**src/rtl/uart_rx_hamming_ctrl_pkg.sv**
```systemverilog
// rtl/uart_rx_hamming_ctrl_pkg.sv - shared widths, timeout, FSM state type and Hamming syndrome helper
package uart_rx_hamming_ctrl_pkg;

  localparam int UART_DATA_WIDTH                   = 8;
  localparam int UART_RX_HAMMING_DECODER_EDC_WIDTH = 4;
  localparam int UART_RX_EDC_TIMEOUT               = 1000;

  typedef enum logic [1:0] {
    ST_IDLE,
    ST_WAIT_EDC,
    ST_DECODE,
    ST_HOLD
  } state_t;

  // Bit i of the result is syndrome bit s_i; a flipped data bit maps to a unique non-power-of-two value.
  function automatic logic [3:0] calc_syndrome(input logic [7:0] d, input logic [3:0] e);
    logic [3:0] s;
    s[0] = e[3] ^ d[7] ^ d[6] ^ d[4] ^ d[3] ^ d[1];
    s[1] = e[2] ^ d[7] ^ d[5] ^ d[4] ^ d[2] ^ d[1];
    s[2] = e[1] ^ d[6] ^ d[5] ^ d[4] ^ d[0];
    s[3] = e[0] ^ d[3] ^ d[2] ^ d[1] ^ d[0];
    return s;
  endfunction

endpackage

```
**src/rtl/uart_rx_hamming_ctrl_hamdec.sv**
```systemverilog
// rtl/uart_rx_hamming_ctrl_hamdec.sv - combinational Hamming corrector for one data byte and its EDC nibble
module uart_rx_hamming_ctrl_hamdec
  import uart_rx_hamming_ctrl_pkg::*;
(
  input  logic [7:0] data_in,
  input  logic [3:0] edc_in,
  output logic [7:0] data_out
);

  logic [3:0] syn;

  assign syn = calc_syndrome(data_in, edc_in);

  // EDC-bit syndromes and 0xD-0xF leave the data untouched.
  always_comb begin
    data_out = data_in;
    case (syn)
      4'h3:    data_out[7] = ~data_in[7];
      4'h5:    data_out[6] = ~data_in[6];
      4'h6:    data_out[5] = ~data_in[5];
      4'h7:    data_out[4] = ~data_in[4];
      4'h9:    data_out[3] = ~data_in[3];
      4'hA:    data_out[2] = ~data_in[2];
      4'hB:    data_out[1] = ~data_in[1];
      4'hC:    data_out[0] = ~data_in[0];
      default: data_out = data_in;
    endcase
  end

endmodule

```
**src/rtl/uart_rx_hamming_ctrl.sv**
```systemverilog
// rtl/uart_rx_hamming_ctrl.sv - pairs data/EDC bytes from UART RX, corrects them and holds the result behind valid/ready
module uart_rx_hamming_ctrl
  import uart_rx_hamming_ctrl_pkg::*;
#(
  parameter int DATA_WIDTH     = UART_DATA_WIDTH,
  parameter int EDC_WIDTH      = UART_RX_HAMMING_DECODER_EDC_WIDTH,
  parameter int TIMEOUT_CYCLES = UART_RX_EDC_TIMEOUT,
  parameter int CNT_WIDTH      = 8
) (
  input  logic                  clk,
  input  logic                  reset_n,
  input  logic [DATA_WIDTH-1:0] rx_data,
  input  logic                  rx_valid,
  output logic [DATA_WIDTH-1:0] dout,
  output logic                  dout_valid,
  input  logic                  dout_ready,
  output logic                  err_corrected,
  output logic                  err_uncorrected,
  output logic                  timeout,
  output logic                  overrun,
  input  logic                  stat_clear,
  output logic [CNT_WIDTH-1:0]  cnt_corrected,
  output logic [CNT_WIDTH-1:0]  cnt_uncorrected,
  output logic [CNT_WIDTH-1:0]  cnt_timeout
);

  localparam int TMR_W = (TIMEOUT_CYCLES > 1) ? $clog2(TIMEOUT_CYCLES) : 1;
  localparam logic [TMR_W-1:0] TMR_LAST = TMR_W'(TIMEOUT_CYCLES - 1);

  state_t                state_q, state_d;
  logic [DATA_WIDTH-1:0] data_q, data_d;
  logic [EDC_WIDTH-1:0]  edc_q, edc_d;
  logic [TMR_W-1:0]      tmr_q, tmr_d;
  logic [DATA_WIDTH-1:0] dout_q, dout_d;
  logic                  dout_valid_q, dout_valid_d;
  logic                  err_corr_q, err_corr_d;
  logic                  err_unc_q, err_unc_d;
  logic                  timeout_q, timeout_d;
  logic                  overrun_q, overrun_d;
  logic [CNT_WIDTH-1:0]  cnt_corr_q, cnt_corr_d;
  logic [CNT_WIDTH-1:0]  cnt_unc_q, cnt_unc_d;
  logic [CNT_WIDTH-1:0]  cnt_to_q, cnt_to_d;

  logic [DATA_WIDTH-1:0] corr_data;
  logic [3:0]            syndrome;
  logic                  corr_flag;
  logic                  unc_flag;

  uart_rx_hamming_ctrl_hamdec u_hamdec (
    .data_in  (data_q),
    .edc_in   (edc_q),
    .data_out (corr_data)
  );

  // Local syndrome: the corrector gives no trustworthy error flag for 0xD-0xF.
  assign syndrome  = calc_syndrome(data_q, edc_q);
  assign corr_flag = (corr_data != data_q);
  assign unc_flag  = (syndrome != 4'h0) && !corr_flag;

  function automatic logic [CNT_WIDTH-1:0] sat_inc(input logic [CNT_WIDTH-1:0] c);
    return (&c) ? c : c + 1'b1;
  endfunction

  always_comb begin
    state_d      = state_q;
    data_d       = data_q;
    edc_d        = edc_q;
    tmr_d        = tmr_q;
    dout_d       = dout_q;
    dout_valid_d = dout_valid_q;
    err_corr_d   = err_corr_q;
    err_unc_d    = err_unc_q;
    timeout_d    = 1'b0;
    overrun_d    = overrun_q;
    cnt_corr_d   = cnt_corr_q;
    cnt_unc_d    = cnt_unc_q;
    cnt_to_d     = cnt_to_q;
    case (state_q)
      ST_IDLE: begin
        if (rx_valid) begin
          data_d  = rx_data;
          tmr_d   = '0;
          state_d = ST_WAIT_EDC;
        end
      end
      ST_WAIT_EDC: begin
        // A byte on the expiry cycle still counts as the EDC byte.
        if (rx_valid) begin
          edc_d   = rx_data[EDC_WIDTH-1:0];
          state_d = ST_DECODE;
        end else if (tmr_q == TMR_LAST) begin
          timeout_d = 1'b1;
          cnt_to_d  = sat_inc(cnt_to_q);
          data_d    = '0;
          state_d   = ST_IDLE;
        end else begin
          tmr_d = tmr_q + 1'b1;
        end
      end
      ST_DECODE: begin
        dout_d       = corr_data;
        err_corr_d   = corr_flag;
        err_unc_d    = unc_flag;
        dout_valid_d = 1'b1;
        if (corr_flag) cnt_corr_d = sat_inc(cnt_corr_q);
        if (unc_flag)  cnt_unc_d  = sat_inc(cnt_unc_q);
        state_d      = ST_HOLD;
      end
      ST_HOLD: begin
        if (rx_valid) overrun_d = 1'b1;
        if (dout_valid_q && dout_ready) begin
          dout_valid_d = 1'b0;
          state_d      = ST_IDLE;
        end
      end
      default: state_d = ST_IDLE;
    endcase
    if (stat_clear) begin
      cnt_corr_d = '0;
      cnt_unc_d  = '0;
      cnt_to_d   = '0;
      overrun_d  = 1'b0;
    end
  end

  always_ff @(posedge clk or negedge reset_n) begin
    if (!reset_n) begin
      state_q      <= ST_IDLE;
      data_q       <= '0;
      edc_q        <= '0;
      tmr_q        <= '0;
      dout_q       <= '0;
      dout_valid_q <= 1'b0;
      err_corr_q   <= 1'b0;
      err_unc_q    <= 1'b0;
      timeout_q    <= 1'b0;
      overrun_q    <= 1'b0;
      cnt_corr_q   <= '0;
      cnt_unc_q    <= '0;
      cnt_to_q     <= '0;
    end else begin
      state_q      <= state_d;
      data_q       <= data_d;
      edc_q        <= edc_d;
      tmr_q        <= tmr_d;
      dout_q       <= dout_d;
      dout_valid_q <= dout_valid_d;
      err_corr_q   <= err_corr_d;
      err_unc_q    <= err_unc_d;
      timeout_q    <= timeout_d;
      overrun_q    <= overrun_d;
      cnt_corr_q   <= cnt_corr_d;
      cnt_unc_q    <= cnt_unc_d;
      cnt_to_q     <= cnt_to_d;
    end
  end

  assign dout            = dout_q;
  assign dout_valid      = dout_valid_q;
  assign err_corrected   = err_corr_q;
  assign err_uncorrected = err_unc_q;
  assign timeout         = timeout_q;
  assign overrun         = overrun_q;
  assign cnt_corrected   = cnt_corr_q;
  assign cnt_uncorrected = cnt_unc_q;
  assign cnt_timeout     = cnt_to_q;

endmodule

```
**config.mk**
```make
export PLATFORM = sky130hd
export DESIGN_NAME = uart_rx_hamming_ctrl
export DESIGN_NICKNAME = d
export VERILOG_FILES = /design/src/rtl/uart_rx_hamming_ctrl_pkg.sv /design/src/rtl/uart_rx_hamming_ctrl_hamdec.sv /design/src/rtl/uart_rx_hamming_ctrl.sv
export SDC_FILE = /design/constraint.sdc
export NUM_CORES = 1
export LEC_CHECK = 0
export ABC_CLOCK_PERIOD_IN_PS = 4880
export BUFFER_PORTS_ARGS = -buffer_cell sky130_fd_sc_hd__buf_4
export CAP_MARGIN = 40
export CORE_ASPECT_RATIO = 1.75
export CORE_MARGIN = 2
export CORE_UTILIZATION = 30
export CTS_BUF_LIST = sky130_fd_sc_hd__clkbuf_4 sky130_fd_sc_hd__clkbuf_8 sky130_fd_sc_hd__clkbuf_16
export DETAILED_ROUTE_END_ITERATION = 7
export MAX_ROUTING_LAYER = met4
export PLACE_DENSITY = 0.44
export SLEW_MARGIN = 30
export SYNTH_ARGS = -nofsm -noshare
export SYNTH_HDL_FRONTEND = slang
export SYNTH_SLANG_ARGS = --single-unit
```
**constraint.sdc**
```tcl
create_clock -name clk -period 4.88 [get_ports clk]
set_input_delay 1.22 -clock clk [delete_from_list [all_inputs] [get_ports clk]]
set_output_delay 1.22 -clock clk [all_outputs]
set_load 0.05 [all_outputs]
```
## Yosys cells after proc, flatten, opt, wreduce, memory -nomap -nowiden

Cells that the tools add are included.

- $add $sub $neg: 4
- Eq/ne operators: 23
- Muxes and demuxes: 42
- Bitwise operators: 26
- Reductions and logical operators: 26

Operator list:

| kind | number |
|---|---|
| $mux W8 | 16 |
| $mux W10 | 3 |
| $add A8 B1 Y8 const B | 3 |
| $reduce_and A8 Y1 | 3 |
| $pmux W10 S2 | 1 |
| $reduce_bool A2 Y1 | 9 |
| $xor A1 B1 Y1 | 18 |
| $eq A4 B4 Y1 const B | 4 |
| $ne A2 B2 Y1 const B | 8 |
| $pmux W8 S2 | 1 |
| $mux W1 | 15 |
| $eq A4 B3 Y1 const B | 3 |
| $reduce_and A4 Y1 | 3 |
| $add A10 B1 Y10 const B | 1 |
| $eq A10 B10 Y1 const B | 1 |
| $reduce_and A3 Y1 | 3 |
| $mux W2 | 4 |
| $ne A8 B8 Y1 | 1 |
| $not A1 Y1 | 8 |
| $pmux W2 S4 | 1 |
| $reduce_and A2 Y1 | 3 |
| $eq A2 B2 Y1 const B | 2 |
| $eq A4 B2 Y1 const B | 1 |
| $reduce_bool A4 Y1 | 1 |
| 7 further kinds | 8 |

- Register bits after elaboration: 61
- Input port bits: 13
- Output and inout port bits: 37
- Word-level logic and storage cells: 134

## Longest topological paths before layout

- Depth in word-level cells: 13
- Depth in mapped cells: 9
- Gate-level depth less buffers: 7

## Cells and area by module

A second synthesis with hierarchy kept.

- Cell total of the unflattened synthesis: 358
- Area, all modules: 3520.9 um2

Modules (own cells, without submodules):

| module | instances | cells an instance | area each (um2) |
|---|---|---|---|
| uart_rx_hamming_ctrl | 1 | 328 | 3130.5 |
| uart_rx_hamming_ctrl_hamdec | 1 | 30 | 390.4 |

## Worst setup path before layout

No wires, ideal clock.

- Path type: input to register
- From: in rx_valid
- To: reg tmr_q[9]
- Arrival time: 2.771 ns
- Data required time: 4.747 ns
- Path slack: 1.976 ns
- Stages: 6
- Path buffers: 1
- Cell sequence: clkbuf_1 -> nand2_1 -> a2111oi_0 -> nand4_1 -> xor2_1 -> nor2_1

- Cells in the longest elaborated chain, start to end: 2
- Elaborated cells between the ends (all ways): 3
- Those cells by class: eq/ne: 2; reduce/logical: 1

Ends and longest elaborated chain:

| element | RTL line | source |
|---|---|---|
| start: declaration | uart_rx_hamming_ctrl.sv:13 | `input logic rx_valid,` |
| $ne A2 B2 Y1 (no line) | - |  |
| $reduce_and A4 Y1 (no line) * | - |  |
| end signal: assignment | uart_rx_hamming_ctrl.sv:145 | `tmr_q <= tmr_d;` |
| end: declaration | uart_rx_hamming_ctrl.sv:33 | `logic [TMR_W-1:0] tmr_q, tmr_d;` |

Every way passes the cells marked *; elsewhere a longest branch is shown, timed or not.
A chain may end at the register's enable or synchronous reset.

## Final worst setup path

- From: reg data_q[1]
- To: reg cnt_corr_q[7], in the netlist cnt_corrected[7]

- Cells in the longest elaborated chain, start to end: 7
- Elaborated cells between the ends (all ways): 24
- Those cells by class: eq/ne: 9; mux: 8; bitwise: 5; reduce/logical: 2

Ends and longest elaborated chain:

| element | RTL line | source |
|---|---|---|
| start: declaration | uart_rx_hamming_ctrl.sv:31 | `logic [DATA_WIDTH-1:0] data_q, data_d;` |
| start signal: assignment | uart_rx_hamming_ctrl.sv:143 | `data_q <= data_d;` |
| $xor A1 B1 Y1 (2 in series) | uart_rx_hamming_ctrl_pkg.sv:21 | `s[3] = e[0] ^ d[3] ^ d[2] ^ d[1] ^ d[0];` |
| $eq A4 B4 Y1, or another cell as far along | uart_rx_hamming_ctrl_hamdec.sv:17 | `case (syn)` |
| $mux W1 | uart_rx_hamming_ctrl_hamdec.sv:17 |  |
| $ne A8 B8 Y1 * | uart_rx_hamming_ctrl.sv:57 | `assign corr_flag = (corr_data != data_q);` |
| $reduce_bool A2 Y1 (no line) * | - |  |
| $reduce_and A3 Y1 (no line) * | - |  |
| end signal: assignment | uart_rx_hamming_ctrl.sv:152 | `cnt_corr_q <= cnt_corr_d;` |
| end: declaration | uart_rx_hamming_ctrl.sv:40 | `logic [CNT_WIDTH-1:0] cnt_corr_q, cnt_corr_d;` |

Marks and branches as above.

==> impl_metrics.yaml <==
power:
  powerDensity_nw_per_um2: 799
  p_leak_nw: 1.84
  power.total_mw: 3.28
  ir_drop_mv: 0.493
floorplan:
  rows: 50
  die_height_um: 142
  die_x_um: 82.9
  initial_utilization_pct: 30.7
  ios: 50
  coreArea_um2: 10600
  die_area_um2: 11800
layout:
  layout_commonest_cell: "dfrtp_1"
  final_cell_mix: "dfrtp_1, nand2_1, buf_4"
  finalInstanceArea_um2: 4110
  postLayoutCoreUtil_pct: 38.6
  final_cells: 527
  nets: 409
  n_antenna_cell: 0
  drive_gt1_share_pct: 20.7
  area_delta_synth_final_pct: 25.6
cts:
  cts_hold_buffers: 0
  htreeDepth: 3
  post-cts-setup-buffers: 0
  cts.sinks: 61
  numCtsBuffers: 9
  post_cts_resized: 0
  cts_tree: "built"
  path_clk_slew_ps: 60
  clock_latency_ps: 330
  cts_root_buffer: "clkbuf_16"
  clockBufferDepth: 2
route:
  vias_per_cell: 4.96
  drc: 0
  initialDrtViolationCount: 77
  antenna_left: 0
  drt_wl_total_mm: 7.54
  vias: 2613
  dr.pass1.iters: 4
  avgRoutedWirePerCell_um: 14.3
synthesis:
  synth.cell_area_um2: 3270
  synth_cell_types: 43
  synthCells: 343
  ys.flop_type: "dfrtp_1"
  synth_warnings: 0
  synth.net_count: 360
  ys_seq_area_share_pct: 46.7
  synth.avg_cell_area_um2: 9.53
  synth-async-reset-ratio_pct: 100
  synth-edff-count: 0
  ys_seq_elements: 61
worst_setup_path:
  critPathArrivalTime_ps: 3260
  path_cells: "xnor2_2, xnor3_1, maj3_2, a2111o_1, or4_1, a21oi_1"
  end_kind: "register"
  cp.required_ps: 5130
  cp_slowest_cell: "a2111o_1"
  crit_type: "reg2reg"
  cp_top_family: "XOR/XNOR gates"
  r2r-start: "data_q[1]$_DFFE_PN0P_"
  slowest_delay_ps: 550
  critPathBufInv: 0
  crit_path_start_kind: "register"
  worstSetupStartpoint: "data_q[1]$_DFFE_PN0P_"
  critical_path.max_fanout: 12
timing:
  finalCritPeriodShare_pct: 61.6
  finClkSkew_ps: 5.09
  drv_slew: 0
  relSlewSlack_pct: 43.1
  rsz0062_at_grt: "no"
  finalCriticalPeriod_ps: 3000
  tightest_slew_ps: 851
  hold_violations: 0
  setup_viol_count_final: 0
  fmax_mhz: 333
  final.setup.tns_ps: 0
global_routing:
  antenna_found_initial: 0
  grt_max_degree: 62
  grt_first_pass_wirelength_mm: 13.0
  track_usage_pct: 14.1
  grt_pass1_vias: 2645
  overflow: 0
place:
  dpl.cell_count: 510
  placed_cell_area_um2: 3760
  place_congestion: 0.723
  io_buffers: 49
  place_hpwl_mm: 5.52
worst_hold_path:
  hp-class: "reg2reg"
  hold_start: "dout[0]$_DFFE_PN0P_"
run:
  maxCapViolations: 0
run_status:
  status: "finished, final reports clean"
-- metal layers --
| metal | global-route usage, % | vias to the layer above | wire length [um] |
|---|---|---|---|
| met5 | - | - | 0 |
| met4 | 5.95 | 0 | 136 |
| met3 | 2.73 | 9 | 242 |
| met2 | 25.3 | 40 | 4150 |
| met1 | 15.0 | 1273 | 3010 |
| li1 | - | 1291 | - |
-- worst paths after layout --
check,endpoint,slack [ps],cells past startpoint
max in group asynchronous,dout[0]$_DFFE_PN0P_,3570,2
setup reg to reg,cnt_corrected[7]$_DFFE_PN0P_,1880,6
setup / recovery,cnt_corrected[7]$_DFFE_PN0P_,1880,6
hold reg to reg,dout[0]$_DFFE_PN0P_,470,2
hold / removal,dout[0]$_DFFE_PN0P_,470,2
min in group asynchronous,cnt_uncorrected[3]$_DFFE_PN0P_,780,1
-- report_power, final --
part | total (mW) | leakage, nW | internal [mW] | switching [mW]
sequential | 0.750 | 0.813 | 0.622 | 0.128
clock | 0.685 | 0.148 | 0.448 | 0.237
combinational | 1.85 | 0.880 | 0.748 | 1.10
-- worst register-to-register path: cells and delay by family (launching register included) --
family          cells  cell delay (ps)
compound gates      2              720
flops               1              450
xor+xnor            2              830
simple gates        1              550
fa+ha+maj           1              380
-- Yosys cell counts, types with 2 or more instances --
cell / number / area [um^2]
nand4_1: 7 / 43.8
or2_2: 2 / 12.5
xor2_1: 18 / 158
o21ai_0: 24 / 120
ha_1: 4 / 50.1
a21oi_1: 14 / 70.1
nor2_1: 32 / 120
nand2_1: 51 / 191
nor2b_1: 7 / 43.8
or3_1: 5 / 31.3
mux2_2: 8 / 90.1
buf_2: 3 / 15.0
a2111oi_0: 3 / 26.3
clkbuf_1: 11 / 41.3
mux2i_1: 2 / 20.0
a21o_1: 2 / 15.0
nand3_1: 12 / 60.1
dfrtp_1: 61 / 1530
inv_1: 8 / 30.0
or4_1: 4 / 30.0
o31ai_1: 4 / 30.0
nand2b_1: 4 / 25.0
xnor2_1: 17 / 149
nor3_1: 9 / 45.0
o22ai_1: 2 / 12.5
nor4_1: 3 / 18.8
and3_1: 7 / 43.8
xnor3_1: 4 / 90.1
-- per-stage QoR --
step / setup slack [ps] / hold WS (ps)
floorplan: 1980 / 496
global placement: 1720 / 465
detailed placement: 1880 / 472
CTS: 1840 / 484
global route: 1720 / 508
finish: 1880 / 474
-- cells by family (layout without fill, tap and decap cells) --
family,count (synthesis),count (layout),share of synthesized area [%]
AND/OR/NAND/NOR,145,145,21.1
flip-flops,61,61,46.7
AO/OA/AOI/OAI,58,58,10.6
XOR/XNOR,41,41,13.4
buffers and inverters,22,76,2.64
multiplexers,11,11,3.71
adder cells (fa/ha/maj),5,5,1.88
-- sequential cells by signal (all words and copies together) (netlist names), named ones only --
name and count:
cnt_corrected 8, cnt_timeout 8, cnt_uncorrected 8, data_q 8, dout 8, dout_valid 1, edc_q 4, err_corrected 1
err_uncorrected 1, overrun 1, state_q 1, timeout 1, tmr_q 10
-- cell type report --
| cell class | instances | area, um^2 |
|---|---|---|
| Sequential cell | 61 | 1530 |
| Inverter | 8 | 30.0 |
| Clock buffer | 9 | 225 |
| Tap cell | 130 | 163 |
| Timing Repair Buffer | 52 | 403 |
| Clock inverter | 7 | 100 |
| Fill cell | 1107 | 6530 |
| Multi-Input combinational cell | 260 | 1660 |
No activity file was read; power rests on OpenSTA's default activity.
